$ cat src/rtl/wb_accel_sched.sv
// wb_accel_sched: Wishbone transaction scheduler for the shared accelerator
// resources. It accepts one Wishbone transaction at a time and decodes it to
// one target: external-memory BRAM, the FIR AXI-Lite config port, or one of
// three AXI-Stream channels (0 FIR, 1 MM, 2 QS). It then runs that target's
// handshake and returns a single registered ack with its data.
//
// Ports:
//   wb_clk_i, wb_rst_i          clock, synchronous active-high reset
//   wbs_*                       Wishbone classic slave (cyc/stb/we/sel/adr/dat, ack/dat_o)
//   mem_*                       BRAM enable, byte write enables, address, write/read data
//   axl_*                       AXI-Lite aw/w/ar/r handshakes, shared 12-bit address
//   ss_*                        stream-in to accelerators (3 channels, shared tdata)
//   sm_*                        stream-out from accelerators (3 channels, 96-bit tdata)
//   busy_o                      transaction in progress
//   timeout_o                   one-cycle pulse with an ack caused by a timeout
module wb_accel_sched #(
  parameter int MEM_DELAY = 10,
  parameter int SM_DELAY  = 10,
  parameter int TIMEOUT   = 255
) (
  input  logic        wb_clk_i,
  input  logic        wb_rst_i,
  input  logic        wbs_cyc_i,
  input  logic        wbs_stb_i,
  input  logic        wbs_we_i,
  input  logic [3:0]  wbs_sel_i,
  input  logic [31:0] wbs_adr_i,
  input  logic [31:0] wbs_dat_i,
  output logic        wbs_ack_o,
  output logic [31:0] wbs_dat_o,
  output logic        mem_en_o,
  output logic [3:0]  mem_we_o,
  output logic [31:0] mem_addr_o,
  output logic [31:0] mem_wdata_o,
  input  logic [31:0] mem_rdata_i,
  output logic        axl_awvalid_o,
  output logic        axl_wvalid_o,
  input  logic        axl_awready_i,
  input  logic        axl_wready_i,
  output logic        axl_arvalid_o,
  input  logic        axl_arready_i,
  input  logic        axl_rvalid_i,
  output logic        axl_rready_o,
  output logic [11:0] axl_addr_o,
  output logic [31:0] axl_wdata_o,
  input  logic [31:0] axl_rdata_i,
  output logic [2:0]  ss_tvalid_o,
  input  logic [2:0]  ss_tready_i,
  output logic [31:0] ss_tdata_o,
  input  logic [2:0]  sm_tvalid_i,
  input  logic [95:0] sm_tdata_i,
  output logic [2:0]  sm_tready_o,
  output logic        busy_o,
  output logic        timeout_o
);

  localparam logic [15:0] C_MEM = 16'(MEM_DELAY);
  localparam logic [15:0] C_SM  = 16'(SM_DELAY);
  localparam logic [15:0] C_TO  = 16'(TIMEOUT);

  typedef enum logic [2:0] {
    S_IDLE, S_MEM, S_AXL_W, S_AXL_AR, S_AXL_R, S_SS, S_SM, S_ACK
  } state_t;

  state_t      r_state, w_next, w_dec_state;
  logic [15:0] r_cnt;
  logic [23:0] r_adr;
  logic [31:0] r_wdat, r_dat;
  logic        r_we, r_aw_done, r_w_done, r_to;
  logic [3:0]  r_sel;
  logic [1:0]  r_ch, w_dec_ch;
  logic [2:0]  w_ch_oh;
  logic [31:0] w_sm_data, w_cap_dat;
  logic        w_tmo, w_cap, w_to_set;
  logic        w_aw_hs, w_w_hs, w_ar_hs, w_r_hs, w_ss_hs, w_sm_hs;

  // Address decode, only consumed while IDLE. Unmatched addresses go straight to ACK.
  always_comb begin
    w_dec_state = S_ACK;
    w_dec_ch    = 2'd0;
    if (wbs_adr_i[31:20] == 12'h380) begin
      w_dec_state = S_MEM;
    end else if (wbs_adr_i[31:20] == 12'h300) begin
      case (wbs_adr_i[11:8])
        4'h0: begin
          if (!wbs_adr_i[7]) w_dec_state = wbs_we_i ? S_AXL_W : S_AXL_AR;
          else               w_dec_state = wbs_we_i ? S_SS : S_SM;
        end
        4'h1: begin
          w_dec_state = wbs_we_i ? S_SS : S_SM;
          w_dec_ch    = 2'd1;
        end
        4'h2: begin
          w_dec_state = wbs_we_i ? S_SS : S_SM;
          w_dec_ch    = 2'd2;
        end
        default: w_dec_state = S_ACK;
      endcase
    end
  end

  always_comb begin
    case (r_ch)
      2'd0:    begin w_ch_oh = 3'b001; w_sm_data = sm_tdata_i[31:0];  end
      2'd1:    begin w_ch_oh = 3'b010; w_sm_data = sm_tdata_i[63:32]; end
      default: begin w_ch_oh = 3'b100; w_sm_data = sm_tdata_i[95:64]; end
    endcase
  end

  // The timeout cycle already has every handshake output low, so no handshake
  // can complete in the same cycle a timeout is taken.
  assign w_tmo = (r_cnt == C_TO);

  // Target-side outputs, decoded from state and counter only.
  always_comb begin
    mem_en_o      = 1'b0;
    mem_we_o      = 4'h0;
    axl_awvalid_o = 1'b0;
    axl_wvalid_o  = 1'b0;
    axl_arvalid_o = 1'b0;
    axl_rready_o  = 1'b0;
    ss_tvalid_o   = 3'b000;
    sm_tready_o   = 3'b000;
    case (r_state)
      S_MEM: begin
        mem_en_o = 1'b1;
        mem_we_o = r_sel & {4{r_we}};
      end
      S_AXL_W: begin
        axl_awvalid_o = !w_tmo && !r_aw_done;
        axl_wvalid_o  = !w_tmo && !r_w_done;
      end
      S_AXL_AR: axl_arvalid_o = !w_tmo;
      S_AXL_R:  axl_rready_o  = !w_tmo;
      S_SS:     if (!w_tmo) ss_tvalid_o = w_ch_oh;
      S_SM:     if (!w_tmo && (r_cnt >= C_SM)) sm_tready_o = w_ch_oh;
      default: ;
    endcase
  end

  assign w_aw_hs = axl_awvalid_o & axl_awready_i;
  assign w_w_hs  = axl_wvalid_o & axl_wready_i;
  assign w_ar_hs = axl_arvalid_o & axl_arready_i;
  assign w_r_hs  = axl_rready_o & axl_rvalid_i;
  assign w_ss_hs = |(ss_tvalid_o & ss_tready_i);
  assign w_sm_hs = |(sm_tready_o & sm_tvalid_i);

  // Next state plus the single ack-data capture point. Priority in wait
  // states: abort (cyc low), then timeout, then handshake completion.
  always_comb begin
    w_next    = r_state;
    w_cap     = 1'b0;
    w_cap_dat = 32'h0;
    w_to_set  = 1'b0;
    case (r_state)
      S_IDLE: begin
        if (wbs_cyc_i && wbs_stb_i) begin
          w_next = w_dec_state;
          w_cap  = (w_dec_state == S_ACK);
        end
      end
      S_MEM: begin
        if (!wbs_cyc_i) w_next = S_IDLE;
        else if (r_cnt == C_MEM) begin
          w_next    = S_ACK;
          w_cap     = !r_we;
          w_cap_dat = mem_rdata_i;
        end
      end
      S_AXL_W, S_AXL_AR, S_AXL_R, S_SS, S_SM: begin
        if (!wbs_cyc_i) begin
          w_next = S_IDLE;
        end else if (w_tmo) begin
          w_next    = S_ACK;
          w_cap     = 1'b1;
          w_cap_dat = 32'hDEAD_BEEF;
          w_to_set  = 1'b1;
        end else begin
          case (r_state)
            S_AXL_W: if ((r_aw_done || w_aw_hs) && (r_w_done || w_w_hs)) begin
              w_next = S_ACK;
              w_cap  = 1'b1;
            end
            S_AXL_AR: if (w_ar_hs) w_next = S_AXL_R;
            S_AXL_R: if (w_r_hs) begin
              w_next    = S_ACK;
              w_cap     = 1'b1;
              w_cap_dat = axl_rdata_i;
            end
            S_SS: if (w_ss_hs) w_next = S_ACK;
            default: if (w_sm_hs) begin
              w_next    = S_ACK;
              w_cap     = 1'b1;
              w_cap_dat = w_sm_data;
            end
          endcase
        end
      end
      default: w_next = S_IDLE;
    endcase
  end

  always_ff @(posedge wb_clk_i) begin
    if (wb_rst_i) begin
      r_state   <= S_IDLE;
      r_cnt     <= 16'h0;
      r_adr     <= 24'h0;
      r_wdat    <= 32'h0;
      r_dat     <= 32'h0;
      r_we      <= 1'b0;
      r_sel     <= 4'h0;
      r_ch      <= 2'd0;
      r_aw_done <= 1'b0;
      r_w_done  <= 1'b0;
      r_to      <= 1'b0;
    end else begin
      r_state <= w_next;
      if (w_cap) r_dat <= w_cap_dat;
      if (r_state == S_IDLE) begin
        // Counter and per-transaction flags start fresh for every wait state entry.
        r_cnt     <= 16'h0;
        r_aw_done <= 1'b0;
        r_w_done  <= 1'b0;
        r_to      <= 1'b0;
        if (wbs_cyc_i && wbs_stb_i) begin
          r_adr  <= wbs_adr_i[23:0];
          r_wdat <= wbs_dat_i;
          r_we   <= wbs_we_i;
          r_sel  <= wbs_sel_i;
          r_ch   <= w_dec_ch;
        end
      end else begin
        r_cnt <= r_cnt + 16'd1;
        if (w_aw_hs)  r_aw_done <= 1'b1;
        if (w_w_hs)   r_w_done  <= 1'b1;
        if (w_to_set) r_to      <= 1'b1;
      end
    end
  end

  assign wbs_ack_o   = (r_state == S_ACK);
  assign timeout_o   = (r_state == S_ACK) && r_to;
  assign busy_o      = (r_state != S_IDLE);
  assign wbs_dat_o   = r_dat;
  assign mem_addr_o  = {8'h0, r_adr};
  assign mem_wdata_o = r_wdat;
  assign axl_addr_o  = r_adr[11:0];
  assign axl_wdata_o = r_wdat;
  assign ss_tdata_o  = r_wdat;

endmodule

$ cat config.mk
export PLATFORM = sky130hd
export DESIGN_NAME = wb_accel_sched
export DESIGN_NICKNAME = d
export VERILOG_FILES = /design/src/rtl/wb_accel_sched.sv
export SDC_FILE = /design/constraint.sdc
export NUM_CORES = 1
export LEC_CHECK = 0
export BUFFER_PORTS_ARGS = -buffer_cell sky130_fd_sc_hd__clkbuf_2
export CAP_MARGIN = 0
export CORE_AREA = 2 2 167 169
export DETAILED_ROUTE_END_ITERATION = 10
export DIE_AREA = 0 0 169 171
export MAX_ROUTING_LAYER = met4
export PLACE_DENSITY_LB_ADDON = 0.15
export SLEW_MARGIN = 20
export SYNTH_ARGS = -nofsm -noshare
export SYNTH_HDL_FRONTEND = slang
export SYNTH_SLANG_ARGS = --single-unit
$ cat constraint.sdc
create_clock -name wb_clk_i -period 5 [get_ports wb_clk_i]
set_input_delay 0.75 -clock wb_clk_i [delete_from_list [all_inputs] [get_ports wb_clk_i]]
set_output_delay 0.75 -clock wb_clk_i [all_outputs]
set_load 0.05 [all_outputs]
==> results.py <==
metrics = {
    "run_status": {
        "status": "completed",
    },
    "die": {
        "die_width_um": 169,
        "core_um2": 27320,
        "dieArea_um2": 28900,
        "ios": 433,
        "rows": 61,
        "die_y_um": 171,
        "initial_utilization": 0.2531,
    },
    "sta": {
        "skew_ps": 11.18,
        "setup-violations-final": 0,
        "hold_violations": 0,
        "holdWs_ps": 449.1,
        "fmax_mhz": 271.6,
        "fin_crit_sh": 0.7363,
        "finalCriticalPeriod_ps": 3682,
        "rsz0062_at_grt": "false",
        "slew_viol_final": 0,
        "tightest_slew_ps": 972.5,
        "max_slew_margin": 0.3516,
        "fin_tns_setup_ps": 0,
    },
    "global_route": {
        "grtUsageMet3": 0.04950,
        "use_met1": 0.2145,
        "grt_pass1_wl_mm": 39.59,
        "grt_use_total": 0.1861,
        "antenna_found_initial": 3,
        "grt_overflow_total": 0,
        "grt_pass1_vias": 6810,
        "grt-busiest-layer": "met2",
        "grt_start_max_net_pins": 55,
        "grtUsageMet2": 0.3190,
    },
    "clocking": {
        "cts_buffers": 17,
        "insertion_delay_ps": 410,
        "ctsHoldBuffers": 0,
        "root_buffer": "clkbuf_16",
        "clockBufferDepth": 2,
        "cts_sinks": 117,
        "cts_setup_buffers": 0,
        "htree_levels": 4,
        "ctsResizeCount": 0,
        "path_clk_slew_ps": 60,
        "cts_tree": "built",
    },
    "worst_setup_path": {
        "slowest_delay_ps": 820,
        "startpoint": "r_cnt[1]$_SDFF_PP0_",
        "crit_type": "register to register",
        "r2r_end": "wbs_dat_o[2]$_SDFFE_PP0P_",
        "slowest_stage": "or2_2",
        "rr_startpoint": "r_cnt[1]$_SDFF_PP0_",
        "cp-end-kind": "register",
        "cp-endpoint": "wbs_dat_o[2]$_SDFFE_PP0P_",
        "path_max_fanout": 33,
        "crit_chain": "ha_1 > nand4_1 > nor4_4 > buf_4 > nor3_1 > a221oi_4 > buf_4 > or2_2 > a311oi_2",
        "cp.arrival_ps": 3910,
        "startpoint_type": "register",
        "cp.required_ps": 5230,
        "path_common_cell": "buf_4",
        "reg2reg_depth": 9,
        "r2r_slack_ps": 1320,
    },
    "route": {
        "routed_wl_mm": 27.39,
        "post-route-drc-count": 0,
        "viasPerCell": 4.639,
        "wire_per_inst_um": 17.60,
        "antenna_left": 0,
        "drt_pass1_iterations": 5,
        "num_vias": 7219,
        "drt_iter0_drc": 362,
    },
    "logic_synthesis": {
        "synth_seq_cells": 117,
        "synth_cell_type_count": 56,
        "yosys.area_share.simple": 0.2147,
        "synth-edff-count": 0,
        "synth_fa_ha_area_frac": 0.005427,
        "syn-cell-area_um2": 6917,
        "syn_inst": 880,
        "yosysSeqAreaShare": 0.3386,
        "synth_mux_area_frac": 0.04920,
        "synth_area_leader_cell": "dfxtp_1",
        "synth_ff_type": "dfxtp_1",
        "synth_top_family_by_area": "compound AO/OA/AOI/OAI gates",
        "yosys-top-cells-area": "dfxtp_1 (34%), nand2_1 (9.2%), buf_4 (9.1%)",
        "async_flop_share": 0,
        "synth_compound_area_frac": 0.2305,
        "syn_avg_cell_area_um2": 7.860,
        "ys_warn_count": 0,
        "synthXorXnorAreaFrac": 0.01899,
        "synth_top_area_share": 0.3386,
    },
    "cells_and_area": {
        "synthToLayoutAreaGrowth_pct": 33.81,
        "final_cell_mix": "clkbuf_2 (423), nand2_1 (169), a21oi_1 (121), dfxtp_1 (116), nor2_1 (59)",
        "n_fill_cell": 2979,
        "fin_nets": 1440,
        "layout-drive-gt1-share": 0.4283,
        "final_common_cell": "clkbuf_2",
    },
    "min_path": {
        "worstHoldPathType": "register to register",
    },
    "placement": {
        "place_congestion": 0.8352,
        "place_hpwl_mm": 21.15,
        "io_buffers": 424,
    },
    "power": {
        "leakage_nw": 4.042,
        "peakVddDrop_mv": 0.2022,
        "p_per_area_nw_per_um2": 449.4,
    },
    "job": {
        "maxCapViolations": 0,
    },
}
-- synthesized netlist by cell type, drive strengths merged, types with 3 or more instances --
cell and n:
nand2 169, a21oi 121, dfxtp 117, buf 100, nor2 61, clkbuf 51, nor3 41, mux2i 34
o211ai 26, a311oi 24, o21ai 14, nand3 11, xor2 11, a211oi 10, inv 9, a222oi 8
and3 8, nor4 8, and2 7, nand4 7, a221oi 4, nor2b 4, xnor2 4, ha 3
or2 3
-- power by group --
group | internal (mW) | switching [mW] | total, mW
Combinational | 0.452 | 1.32 | 1.77
Clock | 0.700 | 0.487 | 1.19
Sequential | 1.08 | 0.124 | 1.20
Total | 2.23 | 1.93 | 4.16
-- layout make-up --
type,instances,area [µm²],share of cell area
repair buffers,439,2237,0.2417
clock buffers,18,439.2,0.04745
well taps,346,432.9,0.04678
clock inverters,14,127.6,0.01379
flip-flops and latches,117,2344,0.2532
inverters,9,33.78,0.003650
multi-input cells,610,3633,0.3926
diodes,3,7.507,0.0008111
-- critical path, delay by kind of cell, from the launching register on --
kind | cells | cell delay [ps]
AOI/OAI and AO/OA | 2 | 430
adders and majority gates | 1 | 250
DFF | 1 | 400
and+or+nand+nor | 4 | 1610
buffers and inverters | 2 | 750
-- worst min path at each step --
stage                                      start                endpoint  slack (ps)  depth (start not counted)
after floorplan                r_to$_SDFFE_PP0P_       r_to$_SDFFE_PP0P_         430                          2
after global placement     r_sel[1]$_SDFFE_PP0P_   r_sel[1]$_SDFFE_PP0P_         440                          2
after detailed placement   r_sel[3]$_SDFFE_PP0P_   r_sel[3]$_SDFFE_PP0P_         440                          2
after CTS                  r_sel[3]$_SDFFE_PP0P_   r_sel[3]$_SDFFE_PP0P_         450                          2
after global routing      r_adr[12]$_SDFFE_PP0P_  r_adr[12]$_SDFFE_PP0P_         470                          2
final                      r_sel[3]$_SDFFE_PP0P_   r_sel[3]$_SDFFE_PP0P_         450                          2
-- sequential cells by signal (all words and copies together) (netlist names) --
register	count
r_state	3
r_adr	24
r_ch	2
r_aw_done	1
r_sel	4
r_cnt	16
r_w_done	1
axl_wdata_o	32
r_to	1
r_we	1
wbs_dat_o	32
-- logic make-up after synthesis --
| kind of cell | count (synthesis) |
|---|---|
| XOR/XNOR | 15 |
| AND/OR/NAND/NOR | 332 |
| buffers and inverters | 160 |
| flip-flops | 117 |
| multiplexers | 34 |
| other | 1 |
| adder cells (fa/ha/maj) | 3 |
| AO/OA/AOI/OAI | 218 |
-- layer usage --
layer	wire, µm	share of wire
met3	1964	0.072
met4	426	0.016
met5	0	0
met2	13690	0.50
met1	11310	0.41
-- per-stage QoR --
step | area [µm²] | instances | utilization | total power, mW | worst slack, ps
floorplan | 6943 | 887 | - | 2.622 | 1477
global placement | 8681 | 1521 | 0.3177 | 3.009 | 1391
detailed placement | 8681 | 1521 | 0.3177 | 3.010 | 1282
CTS | 9248 | 1553 | 0.3384 | 4.214 | 1286
global route | 9255 | 1556 | 0.3387 | 4.383 | 1057
finish | 9255 | 1556 | 0.3387 | 4.159 | 1318
Power figures use the tool's default switching activity.
